===== config.mk =====
export PLATFORM = sky130hd
export DESIGN_NAME = ssm2603_i2c_ctrl_flat
export DESIGN_NICKNAME = d
export VERILOG_FILES = /design/src/rtl/ssm2603_i2c_ctrl_if.sv /design/src/rtl/ssm2603_i2c_ctrl.sv /design/src/flat_wrapper.sv
export SDC_FILE = /design/constraint.sdc
export NUM_CORES = 1
export LEC_CHECK = 0
export ABC_AREA = 1
export CORE_ASPECT_RATIO = 1.75
export CORE_MARGIN = 5
export CORE_UTILIZATION = 58
export CTS_CLUSTER_DIAMETER = 30
export CTS_CLUSTER_SIZE = 8
export DETAILED_ROUTE_END_ITERATION = 12
export GPL_ROUTABILITY_DRIVEN = 0
export PLACE_DENSITY_LB_ADDON = 0.3
export SKIP_LAST_GASP = 1
export SYNTH_ARGS = -nofsm -noshare
export SYNTH_HDL_FRONTEND = slang
export SYNTH_SLANG_ARGS = --single-unit

===== constraint.sdc =====
create_clock -name clk -period 3.7 [get_ports clk]
set_clock_uncertainty 0.15 [all_clocks]
set_input_delay 0.555 -clock clk [delete_from_list [all_inputs] [get_ports clk]]
set_output_delay 0.555 -clock clk [all_outputs]
set_load 0.01 [all_outputs]

===== src/rtl/ssm2603_i2c_ctrl_if.sv =====
// Local-bus register port for the SSM2603 I2C controller.
// master issues strobes; slave returns acks and read data.
interface ssm2603_i2c_ctrl_if #(
  parameter int LB_DATA_W = 32,
  parameter int LB_ADDR_W = 8
);
  logic                 lb_wr_en;
  logic                 lb_rd_en;
  logic [LB_ADDR_W-1:0] lb_addr;
  logic [LB_DATA_W-1:0] lb_wr_data;
  logic                 lb_wr_valid;
  logic                 lb_rd_valid;
  logic [LB_DATA_W-1:0] lb_rd_data;

  modport master (
    output lb_wr_en, lb_rd_en,
    output lb_addr, lb_wr_data,
    input  lb_wr_valid, lb_rd_valid,
    input  lb_rd_data
  );

  modport slave (
    input  lb_wr_en, lb_rd_en,
    input  lb_addr, lb_wr_data,
    output lb_wr_valid, lb_rd_valid,
    output lb_rd_data
  );
endinterface


===== src/rtl/ssm2603_i2c_ctrl.sv =====
// SSM2603 codec register programmer: local-bus word in,
// 3-byte open-drain I2C write out (addr, word[15:8], word[7:0]).
module ssm2603_i2c_ctrl #(
  parameter int       LB_DATA_W = 32,
  parameter int       LB_ADDR_W = 8,
  parameter int       CLK_DIV_W = 16,
  parameter bit [6:0] DEV_ADDR  = 7'h1A
) (
  input  logic clk,
  input  logic rst_n,
  ssm2603_i2c_ctrl_if.slave lb,
  output logic cfg_done,
  output logic I2C_SCLK_OE,
  output logic I2C_SDAT_OE,
  input  logic I2C_SDAT_I
);

  localparam logic [7:0] ADDR_BYTE = {DEV_ADDR, 1'b0};

  typedef enum logic [2:0] {
    IDLE_S, START_S, BIT_S, ACK_S, STOP_S
  } state_t;

  state_t state_q, state_d;
  logic [1:0] qtr_q, qtr_d;
  logic [2:0] bit_q, bit_d;
  logic [1:0] byte_q, byte_d;
  logic [CLK_DIV_W-1:0] cnt_q, cnt_d;
  logic [CLK_DIV_W-1:0] div_act_q, div_act_d;
  logic [CLK_DIV_W-1:0] clk_div_q, clk_div_d;
  logic [15:0] xfer_q, xfer_d;
  logic ack_q, ack_d;
  logic nack_q, nack_d;
  logic done_q, done_d;
  logic cfg_done_q, cfg_done_d;
  logic scl_q, scl_d;
  logic sda_q, sda_d;
  logic sda_s1_q, sda_s2_q;
  logic wr_vld_q, rd_vld_q;
  logic [LB_DATA_W-1:0] rd_data_q, rd_data_d;

  logic busy, qtck, xfer_acc;
  logic sel_status, sel_div, sel_xfer;
  logic [7:0] cur_byte;
  logic cur_bit;
  logic unused_wr_bits;

  assign unused_wr_bits = ^lb.lb_wr_data;

  assign sel_status = lb.lb_addr == LB_ADDR_W'(0);
  assign sel_div    = lb.lb_addr == LB_ADDR_W'(1);
  assign sel_xfer   = lb.lb_addr == LB_ADDR_W'(2);

  assign busy     = state_q != IDLE_S;
  assign qtck     = busy && (cnt_q == div_act_q);
  assign xfer_acc = lb.lb_wr_en && sel_xfer && !busy;

  always_comb begin
    unique case (byte_q)
      2'd0:    cur_byte = ADDR_BYTE;
      2'd1:    cur_byte = xfer_q[15:8];
      default: cur_byte = xfer_q[7:0];
    endcase
  end
  assign cur_bit = cur_byte[bit_q];

  always_comb begin
    rd_data_d = rd_data_q;
    if (lb.lb_rd_en) begin
      rd_data_d = LB_DATA_W'(32'hdeadbabe);
      unique case (1'b1)
        sel_status:
          rd_data_d = LB_DATA_W'({done_q, nack_q, busy});
        sel_div:  rd_data_d = LB_DATA_W'(clk_div_q);
        sel_xfer: rd_data_d = LB_DATA_W'(xfer_q);
        default:  ;
      endcase
    end
  end

  always_comb begin
    state_d    = state_q;
    qtr_d      = qtr_q;
    bit_d      = bit_q;
    byte_d     = byte_q;
    cnt_d      = cnt_q;
    div_act_d  = div_act_q;
    ack_d      = ack_q;
    nack_d     = nack_q;
    done_d     = done_q;
    cfg_done_d = 1'b0;
    xfer_d     = xfer_q;
    clk_div_d  = clk_div_q;

    if (lb.lb_wr_en && sel_div)
      clk_div_d = lb.lb_wr_data[CLK_DIV_W-1:0];
    if (xfer_acc) begin
      xfer_d = lb.lb_wr_data[15:0];
      nack_d = 1'b0;
      done_d = 1'b0;
    end

    // divider reloads only at quarter boundaries
    if (!busy || qtck) begin
      cnt_d     = '0;
      div_act_d = clk_div_q;
    end else begin
      cnt_d = cnt_q + 1'b1;
    end

    case (state_q)
      IDLE_S: if (xfer_acc) begin
        state_d = START_S;
        qtr_d   = 2'd0;
        byte_d  = 2'd0;
        bit_d   = 3'd7;
      end
      START_S: if (qtck) begin
        qtr_d = qtr_q + 2'd1;
        if (qtr_q == 2'd1) begin
          state_d = BIT_S;
          qtr_d   = 2'd0;
        end
      end
      BIT_S: if (qtck) begin
        qtr_d = qtr_q + 2'd1;
        if (qtr_q == 2'd3) begin
          bit_d = bit_q - 3'd1;
          if (bit_q == 3'd0) state_d = ACK_S;
        end
      end
      ACK_S: if (qtck) begin
        qtr_d = qtr_q + 2'd1;
        if (qtr_q == 2'd2) ack_d = sda_s2_q;
        if (qtr_q == 2'd3) begin
          if (ack_q) begin
            nack_d  = 1'b1;
            state_d = STOP_S;
          end else if (byte_q == 2'd2) begin
            state_d = STOP_S;
          end else begin
            byte_d  = byte_q + 2'd1;
            bit_d   = 3'd7;
            state_d = BIT_S;
          end
        end
      end
      STOP_S: if (qtck) begin
        qtr_d = qtr_q + 2'd1;
        if (qtr_q == 2'd3) begin
          state_d    = IDLE_S;
          done_d     = 1'b1;
          cfg_done_d = 1'b1;
        end
      end
      default: state_d = IDLE_S;
    endcase
  end

  // pad drive follows the current quarter, one clk late
  always_comb begin
    scl_d = 1'b0;
    sda_d = 1'b0;
    case (state_q)
      START_S: sda_d = 1'b1;
      BIT_S: begin
        scl_d = ~qtr_q[1];
        sda_d = ~cur_bit;
      end
      ACK_S: scl_d = ~qtr_q[1];
      STOP_S: begin
        scl_d = qtr_q == 2'd0;
        sda_d = ~qtr_q[1];
      end
      default: ;
    endcase
  end

  always_ff @(posedge clk or negedge rst_n) begin
    if (!rst_n) begin
      state_q    <= IDLE_S;
      qtr_q      <= '0;
      bit_q      <= '0;
      byte_q     <= '0;
      cnt_q      <= '0;
      div_act_q  <= CLK_DIV_W'(124);
      clk_div_q  <= CLK_DIV_W'(124);
      xfer_q     <= '0;
      ack_q      <= 1'b0;
      nack_q     <= 1'b0;
      done_q     <= 1'b0;
      cfg_done_q <= 1'b0;
      scl_q      <= 1'b0;
      sda_q      <= 1'b0;
      sda_s1_q   <= 1'b1;
      sda_s2_q   <= 1'b1;
      wr_vld_q   <= 1'b0;
      rd_vld_q   <= 1'b0;
      rd_data_q  <= '0;
    end else begin
      state_q    <= state_d;
      qtr_q      <= qtr_d;
      bit_q      <= bit_d;
      byte_q     <= byte_d;
      cnt_q      <= cnt_d;
      div_act_q  <= div_act_d;
      clk_div_q  <= clk_div_d;
      xfer_q     <= xfer_d;
      ack_q      <= ack_d;
      nack_q     <= nack_d;
      done_q     <= done_d;
      cfg_done_q <= cfg_done_d;
      scl_q      <= scl_d;
      sda_q      <= sda_d;
      sda_s1_q   <= I2C_SDAT_I;
      sda_s2_q   <= sda_s1_q;
      wr_vld_q   <= lb.lb_wr_en;
      rd_vld_q   <= lb.lb_rd_en;
      rd_data_q  <= rd_data_d;
    end
  end

  assign lb.lb_wr_valid = wr_vld_q;
  assign lb.lb_rd_valid = rd_vld_q;
  assign lb.lb_rd_data  = rd_data_q;
  assign cfg_done       = cfg_done_q;
  assign I2C_SCLK_OE    = scl_q;
  assign I2C_SDAT_OE    = sda_q;

endmodule

===== src/flat_wrapper.sv =====
// flat-port wrapper written by rule: the top's interface ports become plain ports
module ssm2603_i2c_ctrl_flat 
#(
  parameter int       LB_DATA_W = 32,
  parameter int       LB_ADDR_W = 8,
  parameter int       CLK_DIV_W = 16,
  parameter bit [6:0] DEV_ADDR  = 7'h1A
)
  (clk, rst_n, cfg_done, I2C_SCLK_OE, I2C_SDAT_OE, I2C_SDAT_I, lb_lb_wr_en, lb_lb_rd_en, lb_lb_addr, lb_lb_wr_data, lb_lb_wr_valid, lb_lb_rd_valid, lb_lb_rd_data);
  ssm2603_i2c_ctrl_if #(.LB_DATA_W(LB_DATA_W), .LB_ADDR_W(LB_ADDR_W)) lb_i ();
  input  logic clk;
  input  logic rst_n;
  output logic cfg_done;
  output logic I2C_SCLK_OE;
  output logic I2C_SDAT_OE;
  input  logic I2C_SDAT_I;
  input wire logic [$bits(lb_i.lb_wr_en)-1:0] lb_lb_wr_en;
  input wire logic [$bits(lb_i.lb_rd_en)-1:0] lb_lb_rd_en;
  input wire logic [$bits(lb_i.lb_addr)-1:0] lb_lb_addr;
  input wire logic [$bits(lb_i.lb_wr_data)-1:0] lb_lb_wr_data;
  output wire logic [$bits(lb_i.lb_wr_valid)-1:0] lb_lb_wr_valid;
  output wire logic [$bits(lb_i.lb_rd_valid)-1:0] lb_lb_rd_valid;
  output wire logic [$bits(lb_i.lb_rd_data)-1:0] lb_lb_rd_data;
  assign lb_i.lb_wr_en = lb_lb_wr_en;
  assign lb_i.lb_rd_en = lb_lb_rd_en;
  assign lb_i.lb_addr = lb_lb_addr;
  assign lb_i.lb_wr_data = lb_lb_wr_data;
  assign lb_lb_wr_valid = lb_i.lb_wr_valid;
  assign lb_lb_rd_valid = lb_i.lb_rd_valid;
  assign lb_lb_rd_data = lb_i.lb_rd_data;
  ssm2603_i2c_ctrl #(.LB_DATA_W(LB_DATA_W), .LB_ADDR_W(LB_ADDR_W), .CLK_DIV_W(CLK_DIV_W), .DEV_ADDR(DEV_ADDR)) u_core (.clk(clk), .rst_n(rst_n), .lb(lb_i), .cfg_done(cfg_done), .I2C_SCLK_OE(I2C_SCLK_OE), .I2C_SDAT_OE(I2C_SDAT_OE), .I2C_SDAT_I(I2C_SDAT_I));
endmodule

==> run_results.csv, run 1 <==
group,metric,value,unit
synth,netlist.area_leader.share,44.0,%
timing,fin_crit_sh,70.9,%
clocking,cts_inserted_buffers,9,
synth,synth_xor_area_share,0.173,%
grt,grt-ovfl-total,0,
grt,grt_antenna_before_repair,0,
synth,seq_area_frac_synth,50.2,%
synth,synth_top_family_by_area,"simple AND/OR/NAND/NOR gates",
drt,first_pass_iters,5,
final_layout,antennaDiodeCount,0,
synth,yosysMostFrequentCell,"nand2_1",
timing,min_period,2620,ps
critical_path,critPathKind,"in -> reg",
synth,synth.avg_cell_area,7.81,sq um
clocking,clkLatencyLatePin,350,ps
timing,setup_tns,0,ps
clocking,tritoncts,"built",
final_layout,fill_cells,679,
power,p_clk_share,26.1,%
floorplan,initial_utilization,58.8,%
hold_path,hold_path_depth,0,
synth,syn_area,0.00507,sq mm
timing,setup_viol,0,
clocking,clkSlewWorstSetupHoldPaths,70,ps
clocking,cts_sinks,101,
floorplan,core_area,0.00861,sq mm
drt,wl,12.0,mm
synth,synthAdderAreaFrac,2.47,%
grt,grt_pass1_wl,19.9,mm
drt,via_count,4327,
floorplan,die_h,134,um
synth,async_reset_ff_share,100,%
drt,viasPerCell,5.28,
synth,synth_simple_gate_area_share,24.9,%
clocking,hold_buffers,0,
timing,report.final.hold_viol_count,0,
run_status,status,"finished, final reports clean",
critical_path,crit_fanout,34,
critical_path,worstPathCellList,"clkdlybuf4s50_1 -> nand2_1 -> nor2_1 -> nand2_1 -> inv_1 -> nand3_2 -> o21ai_0",
timing,slew_violations,0,
floorplan,io_pins,82,
drt,routedWlPerCell,14.7,um
power,ir_drop,630,uV
floorplan,die_area,0.0108,sq mm
drt,drtAntennaViolNets,0,
final_layout,synthToLayoutAreaGrowth,17.3,%
synth,ys.flop_type,"dfrtp_1",
job,maxCapViolCount,0,
synth,synth-edff-count,0,
critical_path,crit_top_cell,"nand2_1",
critical_path,reg2reg_depth,11,
grt,grt_max_degree,86,
synth,synth-seq-cells,101,
clocking,clockBufferDepth,2,
final_layout,finalInstanceArea,0.00594,sq mm
synth,ys_top_cells_by_count,"214 x nand2_1, 89 x dfrtp_1, 82 x inv_1",
synth,synthTopCellsByArea,"dfrtp_1 44%, nand2_1 16%, dfstp_2 6.2%",
critical_path,cp.required,3800,ps
clocking,cts_max_level,3,
critical_path,end_kind,"flip-flop",
timing,slew_headroom,28.8,%
placed_design,portBuffers,60,
power,switchingPower,1.33,mW
synth,syn-instance-count,649,
synth,synth_compound_area_share,12.0,%
timing,rsz0062_at_grt,"false",
critical_path,slowest_stage,"nand3_2",
synth,yosys-mux-area-fraction,0,%
clocking,root_buffer,"clkbuf_16",
timing,clock.fmax,381,MHz
power,powerDensity,574,mW/mm^2
synth,synth_top_cell_by_area,"dfrtp_1",
hold_path,hold_path.class,"reg -> reg",
clocking,post_cts_resized,0,
power,switching_share,38.9,%
final_layout,drive_above_1_share,7.69,%
power,leakage,2.79,nW
grt,grt_pass1_vias,4332,
floorplan,rows,45,
drt,route.detailed.drc,0,
final_layout,multi_input_area,0.00202,sq mm
grt,grt_util_all_layers,24.0,%
power,cell_internal_pwr,2.09,mW
clocking,postCtsSetupBuffers,0,
critical_path,arrival,2720,ps
placed_design,placedInstanceArea,0.00567,sq mm
floorplan,die_w,80.7,um
synth,ys_warn_count,0,
placed_design,hpwlAfterDp,9.03,mm
critical_path,rrSetupSlack,1280,ps
critical_path,start_kind,"input pin",
final_layout,nets,752,
final_layout,seq_area,0.00254,sq mm
power,p_seq_share,39.0,%
critical_path,max_stage_delay,560,ps
timing,tightest_slew,1070,ps
drt,initialDrtViolationCount,353,
power,pwr-share-comb,34.9,%
synth,synthDistinctLibCells,36,
[stage by stage]
step	total power [mW]	util [%]	hold slack, ps	setup slack (ps)	cells
final	3.41	69.0	208	1080	819
after global routing	3.65	69.0	214	897	819
after floorplan	2.23	-	109	1890	653
after CTS	3.42	69.0	209	1130	819
after detailed placement	2.53	65.8	200	756	803
after global placement	2.48	65.8	197	844	803
[layout make-up]
class / count / area share, %
multi-input combinational: 433 / 34.0
inverter: 89 / 5.62
tap: 117 / 2.46
clock inverter: 5 / 0.610
clock buffer: 11 / 4.08
sequential: 101 / 42.8
timing repair buffer: 63 / 10.4
[cell families after synthesis]
group                    count (synthesis)
other                                    1
flip-flops                             101
XOR/XNOR                                 1
adder cells (fa/ha/maj)                 10
buffers and inverters                  119
AO/OA/AOI/OAI                          109
AND/OR/NAND/NOR                        308
[power by group through the flow]
stage / registers (mW) / clock network, mW / logic, mW
2_1_floorplan: 1.33 / 0 / 0.903
3_3_place_gp: 1.34 / 0 / 1.14
3_5_place_dp: 1.35 / 0 / 1.18
4_1_cts: 1.33 / 0.898 / 1.19
5_1_grt: 1.35 / 0.943 / 1.36
6_report: 1.33 / 0.890 / 1.19
[flip-flops by register name (all words and copies together), names as in the netlist]
name and flops:
u_core.qtr_q 2, u_core.done_q 1, u_core.bit_q 3, u_core.nack_q 1, u_core.I2C_SDAT_OE 1, u_core.lb.lb_rd_valid 1, u_core.cnt_q 16, u_core.ack_q 1
u_core.sda_s1_q 1, u_core.state_q 3, u_core.clk_div_q 16, u_core.byte_q 2, u_core.div_act_q 16, u_core.lb.lb_rd_data 17, u_core.lb.lb_wr_valid 1, u_core.xfer_q 16
u_core.sda_s2_q 1, u_core.cfg_done 1, u_core.I2C_SCLK_OE 1
[worst paths after layout]
check | start | to
max in group asynchronous | rst_n | u_core.lb.lb_rd_data[12]$_DFFE_PN0P_
min | u_core.sda_s1_q$_DFF_PN1_ | u_core.sda_s2_q$_DFF_PN1_
min in group asynchronous | rst_n | u_core.cnt_q[2]$_DFF_PN0_
max reg2reg | u_core.div_act_q[2]$_DFFE_PN1N_ | u_core.cnt_q[3]$_DFF_PN0_
max | lb_lb_addr[1] | u_core.xfer_q[1]$_DFFE_PN0P_
min reg2reg | u_core.sda_s1_q$_DFF_PN1_ | u_core.sda_s2_q$_DFF_PN1_
[critical path: cells and delay by family]
| family | cells | cell delay [ps] |
|---|---|---|
| AO/OA/AOI/OAI | 1 | 390 |
| buffers and inverters | 2 | 750 |
| AND/OR/NAND/NOR | 4 | 1020 |
[cell usage in the layout, fill, tap and decap left out, drive strengths merged, types with 2 or more instances in the layout]
cell type      synthesis  layout
conb                   1       5
a21oi                 22      22
a31oi                  3       3
nor3                   6       6
ha                    10      10
a41oi                  2       2
dfrtp                 89      89
o21ai                 64      64
clkdlybuf4s50          0      59
clkinv                 1       6
a22oi                  9       9
or2                    2       2
clkbuf                 6      11
buf                   24       4
nor2                  56      56
o22ai                  2       2
dfstp                 12      12
inv                   88      88
a221oi                 2       2
nand3                 23      23
a22o                   2       2
nand2                218     218
[metal layers]
layer / GRT usage (%) / share of wire [%] / up-vias
met4: 11.0 / 3.3 / 0
met5: 0 / 0 / -
met1: 26.3 / 37 / 2090
li1: - / - / 2112
met2: 44.2 / 57 / 95
met3: 3.65 / 2.9 / 30
(Power assumes the default switching activity.)
==> run 2: changes to the inputs <==
--- a/config.mk
+++ b/config.mk
@@ -8,7 +8,7 @@
 export ABC_AREA = 1
 export CORE_ASPECT_RATIO = 1.75
 export CORE_MARGIN = 5
-export CORE_UTILIZATION = 58
+export CORE_UTILIZATION = 54
 export CTS_CLUSTER_DIAMETER = 30
 export CTS_CLUSTER_SIZE = 8
 export DETAILED_ROUTE_END_ITERATION = 12
==> constraint.sdc (replaced) <==
create_clock -name clk -period 2.5 [get_ports clk]
set_clock_uncertainty 0.15 [all_clocks]
set_input_delay 0.375 -clock clk [delete_from_list [all_inputs] [get_ports clk]]
set_output_delay 0.375 -clock clk [all_outputs]
set_load 0.01 [all_outputs]
==> run 2 against run 1 <==
Compared with the run above: global-route usage fell by 2.1 points; worst setup slack got worse by 750 ps; register-to-register slack lost 950 ps; sequential share of layout area fell by 0.69 points; non-clock buffer count increased by 7; sequential power up 48%; routed wire length grew 3.2%; critical endpoint is now u_core.bit_q[1]$_DFFE_PN0P_.
==> run_results.csv, run 2 (synthesis results as in run 1) <==
group,metric,value,unit
timing,rsz0062_at_grt,"false",
critical_path,worstPathCellList,"inv_1 -> nand2_1 -> nand2_1 -> nor2_1 -> nand2_1 -> nor2_2 -> nand4_1 -> nand2_1 -> nand2_2 -> nand2_1 -> nand2_1",
timing,postLayoutSetupSlackWorst,328,ps
clocking,cts_sinks,101,
drt,viasPerCell,5.25,
timing,clock.fmax,460,MHz
critical_path,max_stage_delay,530,ps
clocking,clockBufferDepth,2,
power,powerDensity,868,mW/mm^2
floorplan,initial_utilization,55.4,%
critical_path,arrival,2260,ps
grt,grt_pass1_wl,20.0,mm
clocking,root_buffer,"clkbuf_16",
clocking,post_cts_resized,0,
critical_path,critPathBufInv,1,
critical_path,crit_fanout,5,
floorplan,rows,46,
floorplan,die_area,0.0115,sq mm
grt,grt-ovfl-total,0,
placed_design,dp_slack,149,ps
final_layout,finalInstanceArea,0.00604,sq mm
clocking,cts_max_level,3,
drt,route.detailed.drc,0,
placed_design,hpwlAfterDp,9.38,mm
power,ir_drop,809,uV
critical_path,critPathKind,"reg -> reg",
drt,via_count,4352,
hold_path,hold_path.class,"reg -> reg",
final_layout,multi_input_area,0.00202,sq mm
final_layout,layout_common_cells,"214 x nand2_1, 89 x dfrtp_1, 82 x inv_1",
final_layout,seq_area,0.00254,sq mm
clocking,clkLatencyLatePin,350,ps
final_layout,final_common_cell,"nand2_1",
grt,grt_max_degree,71,
floorplan,die_w,83.2,um
timing,setup_viol,0,
drt,initialDrtViolationCount,329,
critical_path,end_kind,"flip-flop",
clocking,postCtsSetupBuffers,0,
run_status,status,"finished, final reports clean",
floorplan,io_pins,82,
grt,grt_antenna_before_repair,0,
final_layout,nets,759,
critical_path,critical_path.top_delay_family,"simple AND/OR/NAND/NOR gates",
drt,routedWlPerCell,15.0,um
floorplan,core_area,0.00915,sq mm
final_layout,antennaDiodeCount,0,
drt,drtAntennaViolNets,0,
placed_design,placedInstanceArea,0.00574,sq mm
critical_path,cp.required,2590,ps
timing,fin_crit_sh,86.9,%
job,maxCapViolCount,0,
drt,first_pass_iters,5,
clocking,tritoncts,"built",
timing,slew_violations,0,
power,leakage,2.83,nW
final_layout,drive_above_1_share,8.46,%
timing,min_period,2170,ps
critical_path,start_kind,"flip-flop",
grt,grt_util_all_layers,21.9,%
final_layout,largest_reg_flops,17,
final_layout,synthToLayoutAreaGrowth,19.3,%
placed_design,portBuffers,60,
drt,wl,12.4,mm
clocking,clkSlewWorstSetupHoldPaths,70,ps
timing,setup_tns,0,ps
final_layout,fill_cells,759,
critical_path,slowest_stage,"dfstp_2",
clocking,cts_inserted_buffers,9,
clocking,hold_buffers,1,
critical_path,crit_top_cell,"nand2_1",
floorplan,die_h,138,um
grt,grt_pass1_vias,4292,
timing,report.final.hold_viol_count,0,
[run 2: area by class of cell]
cell class / instances / share of cell area [%]
clock buffer: 10 / 3.79
clock inverter: 6 / 1.06
inverter: 89 / 5.53
multi-input combinational: 433 / 33.5
sequential: 101 / 42.1
tap: 120 / 2.48
timing repair buffer: 70 / 11.6
[run 2: layer usage]
metal | GRT usage [%] | wire length (um) | vias to the layer above
met5 | 0 | 0 | -
met4 | 14.1 | 694 | 0
met3 | 3.69 | 427 | 46
met2 | 41.2 | 6960 | 116
met1 | 21.6 | 4360 | 2054
li1 | - | - | 2136
[run 2: worst paths after layout]
kind | slack, ps | cells past startpoint | endpoint | startpoint
worst max register to register | 330 | 11 | u_core.bit_q[1]$_DFFE_PN0P_ | u_core.div_act_q[2]$_DFFE_PN1N_
min in group asynchronous | 350 | 2 | u_core.div_act_q[1]$_DFFE_PN0N_ | rst_n
worst max-delay path | 330 | 11 | u_core.bit_q[1]$_DFFE_PN0P_ | u_core.div_act_q[2]$_DFFE_PN1N_
worst min register to register | 210 | 0 | u_core.sda_s2_q$_DFF_PN1_ | u_core.sda_s1_q$_DFF_PN1_
worst min-delay path | 210 | 0 | u_core.sda_s2_q$_DFF_PN1_ | u_core.sda_s1_q$_DFF_PN1_
max in group asynchronous | 1100 | 3 | u_core.clk_div_q[3]$_DFFE_PN1P_ | rst_n
[run 2: metrics by stage]
step                utilization [%]  instances  hold WS (ps)  power, mW
CTS                            66.0        829           211       5.26
finish                         66.0        829           209       5.24
floorplan                         -        653         -70.6       3.30
global route                   66.0        829           218       5.60
global placement               62.7        812           182       3.78
detailed placement             62.7        812           190       3.86
[run 2: where the power goes]
| part | leakage, nW | internal (mW) | switching (mW) |
|---|---|---|---|
| clock network | 0.138 | 0.775 | 0.613 |
| logic | 1.42 | 0.644 | 1.24 |
| registers | 1.27 | 1.83 | 0.143 |
==> run 3: changes to the inputs <==
--- a/config.mk
+++ b/config.mk
@@ -5,10 +5,8 @@
 export SDC_FILE = /design/constraint.sdc
 export NUM_CORES = 1
 export LEC_CHECK = 0
-export ABC_AREA = 1
-export CORE_ASPECT_RATIO = 1.75
 export CORE_MARGIN = 5
-export CORE_UTILIZATION = 54
+export CORE_UTILIZATION = 53
 export CTS_CLUSTER_DIAMETER = 30
 export CTS_CLUSTER_SIZE = 8
 export DETAILED_ROUTE_END_ITERATION = 12
==> run 3 against run 2 <==
Compared with the run above: register-to-register slack lost 200 ps; sequential power grew 7%; highest routed layer unchanged; worst setup slack lost 200 ps; utilization shrank 2.0 points; critical path depth shrank 4; critical endpoint is now u_core.byte_q[0]$_DFFE_PN0P_; non-clock buffer count grew 12; final cell count shrank 26%; final area shrank 3.0%; worst hold slack gained 2.3 ps; synthesized area shrank 2.7%; first-iteration DRC count shrank 50%; synthesized cell count shrank 32%.
==> run_results.csv, run 3 <==
group,metric,value,unit
synth,synth_top_cell_by_area,"dfrtp_1",
timing,tightest_slew,500,ps
critical_path,slowest_stage,"dfrtp_1",
timing,setup_viol,0,
grt,grt_max_degree,38,
synth,ys.flop_type,"dfrtp_1",
drt,viasPerCell,5.60,
power,leakage,2.66,nW
timing,rsz0062_at_grt,"false",
floorplan,die_area,0.0113,sq mm
critical_path,end_kind,"flip-flop",
grt,grt_pass1_wl,17.3,mm
synth,synth.avg_cell_area,11.1,sq um
critical_path,crit_fanout,16,
synth,synthTopCellsByArea,"dfrtp_1 45%, mux2_2 11%, dfstp_2 6.4%",
synth,yosysMostFrequentCell,"dfrtp_1",
final_layout,final_common_cell,"dfrtp_1",
drt,via_count,3458,
final_layout,fill_cells,712,
timing,min_period,2370,ps
clocking,tritoncts,"built",
grt,grt_antenna_before_repair,0,
critical_path,worstPathCellList,"xor2_1 -> nor4_1 -> nand4_2 -> buf_4 -> o311a_1 -> a211oi_1 -> mux2i_1",
drt,initialDrtViolationCount,166,
placed_design,hpwlAfterDp,7.80,mm
synth,netlist.area_leader.share,45.2,%
timing,setup_tns,0,ps
floorplan,die_h,106,um
critical_path,start_kind,"flip-flop",
hold_path,hold_path.class,"reg -> reg",
synth,ys_top_cells_by_count,"89 x dfrtp_1, 49 x mux2_2, 45 x nor2_1",
grt,grt_pass1_vias,3477,
power,ir_drop,763,uV
floorplan,rows,35,
clocking,root_buffer,"clkbuf_8",
final_layout,antennaDiodeCount,0,
critical_path,max_stage_delay,430,ps
floorplan,io_pins,82,
timing,slew_headroom,66.6,%
critical_path,critPathKind,"reg -> reg",
floorplan,core_area,0.00915,sq mm
clocking,cts_sinks,101,
synth,syn_area,0.00493,sq mm
synth,synth-seq-cells,101,
final_layout,layout_common_cells,"89 x dfrtp_1, 59 x clkdlybuf4s50_1, 49 x mux2_2",
synth,ys_warn_count,0,
clocking,postCtsSetupBuffers,0,
power,finalPower,5.20,mW
synth,async_reset_ff_share,100,%
synth,synthDistinctLibCells,53,
drt,drtAntennaViolNets,0,
drt,first_pass_iters,4,
job,maxCapViolCount,0,
critical_path,cp.required,2580,ps
power,powerDensity,887,mW/mm^2
timing,slew_violations,0,
clocking,cts_inserted_buffers,9,
run_status,status,"finished, final reports clean",
floorplan,die_w,106,um
final_layout,drive_above_1_share,21.1,%
synth,seq_area_frac_synth,51.6,%
timing,fin_crit_sh,94.9,%
grt,grt_util_all_layers,19.1,%
critical_path,arrival,2450,ps
clocking,clkSlewWorstSetupHoldPaths,100,ps
drt,route.detailed.drc,0,
clocking,cts_max_level,3,
final_layout,synthToLayoutAreaGrowth,19.0,%
timing,report.final.hold_viol_count,0,
clocking,clockBufferDepth,2,
grt,grt-ovfl-total,0,
final_layout,nets,556,
drt,routedWlPerCell,17.1,um
final_layout,largest_reg_flops,17,
timing,clock.fmax,421,MHz
synth,synth-edff-count,0,
clocking,clkLatencyLatePin,360,ps
floorplan,initial_utilization,53.8,%
drt,wl,10.6,mm
synth,syn-instance-count,443,
placed_design,portBuffers,60,
run 3: cell count changes in the layout (fill, tap and decap cells not counted), sizes merged, moves of 8 or more:
cell	delta
nor3b	+8
inv	-68
a21oi	-8
nand2	-204
o21ai	-49
xor2	+25
nor2	-11
buf	+12
mux2	+49
a221oi	+8
run 3: area by class of cell:
class	instances	area, sq um	share of cell area (%)
Clock inverter	6	47.5	0.811
Timing Repair Buffer	82	816	13.9
Tap cell	111	139	2.37
Multi-Input combinational cell	289	2120	36.2
Clock buffer	10	128	2.18
Inverter	18	67.6	1.15
Sequential cell	101	2540	43.4
run 3: cells by family after synthesis:
kind of cell,Yosys count,synth area share [%]
simple gates,122,13.0
flops,101,51.6
compound gates,66,8.86
buf+inv,57,5.76
mux,56,12.9
xor+xnor,30,5.33
fa+ha+maj,10,2.54
other cells,1,0.0761
run 3: final timing paths:
path / startpoint / end / slack [ps] / depth (start not counted)
setup / recovery: u_core.cnt_q[12]$_DFF_PN0_ / u_core.byte_q[0]$_DFFE_PN0P_ / 130 / 7
hold / removal: u_core.sda_s1_q$_DFF_PN1_ / u_core.sda_s2_q$_DFF_PN1_ / 210 / 0
setup reg to reg: u_core.cnt_q[12]$_DFF_PN0_ / u_core.byte_q[0]$_DFFE_PN0P_ / 130 / 7
hold reg to reg: u_core.sda_s1_q$_DFF_PN1_ / u_core.sda_s2_q$_DFF_PN1_ / 210 / 0
max in group asynchronous: rst_n / u_core.clk_div_q[2]$_DFFE_PN1P_ / 1240 / 3
min in group asynchronous: rst_n / u_core.I2C_SCLK_OE$_DFF_PN0_ / 310 / 2
run 3: critical path: cells and delay by family (launching register included):
kind,cells,cell delay (ps)
and+or+nand+nor,2,580
AOI/OAI and AO/OA,2,560
DFF,1,430
xor gates and xnor gates,1,160
muxes,1,120
buffers and inverters,1,230
run 3: through the flow:
stage	instances	cell area, sq um	hold slack (ps)	util [%]	setup slack, ps
2_1_floorplan	447	4940	-70.6	-	418
3_3_place_gp	600	5670	154	62.0	28.4
3_5_place_dp	600	5670	164	62.0	6.34
4_1_cts	617	5860	212	64.0	111
5_1_grt	617	5860	223	64.1	9.85
6_report	617	5860	211	64.1	127
run 3: power breakdown:
group          switching, mW  internal, mW
combinational           1.19         0.951
sequential             0.231          1.88
clock                  0.576         0.370
run 3: per-layer routing:
metal	track usage, %	share of wire (%)	vias to the layer above
met4	4.93	0.76	0
met3	2.79	5.6	10
met1	27.6	48	1686
met2	30.6	46	105
met5	0	0	-
li1	-	-	1657
run 3: repair_timing:
action                                 CTS  global route
setup endpoints to repair                0             2
hold buffers                             1             0
resized for setup                        0             1
endpoints found under the hold margin   19             0
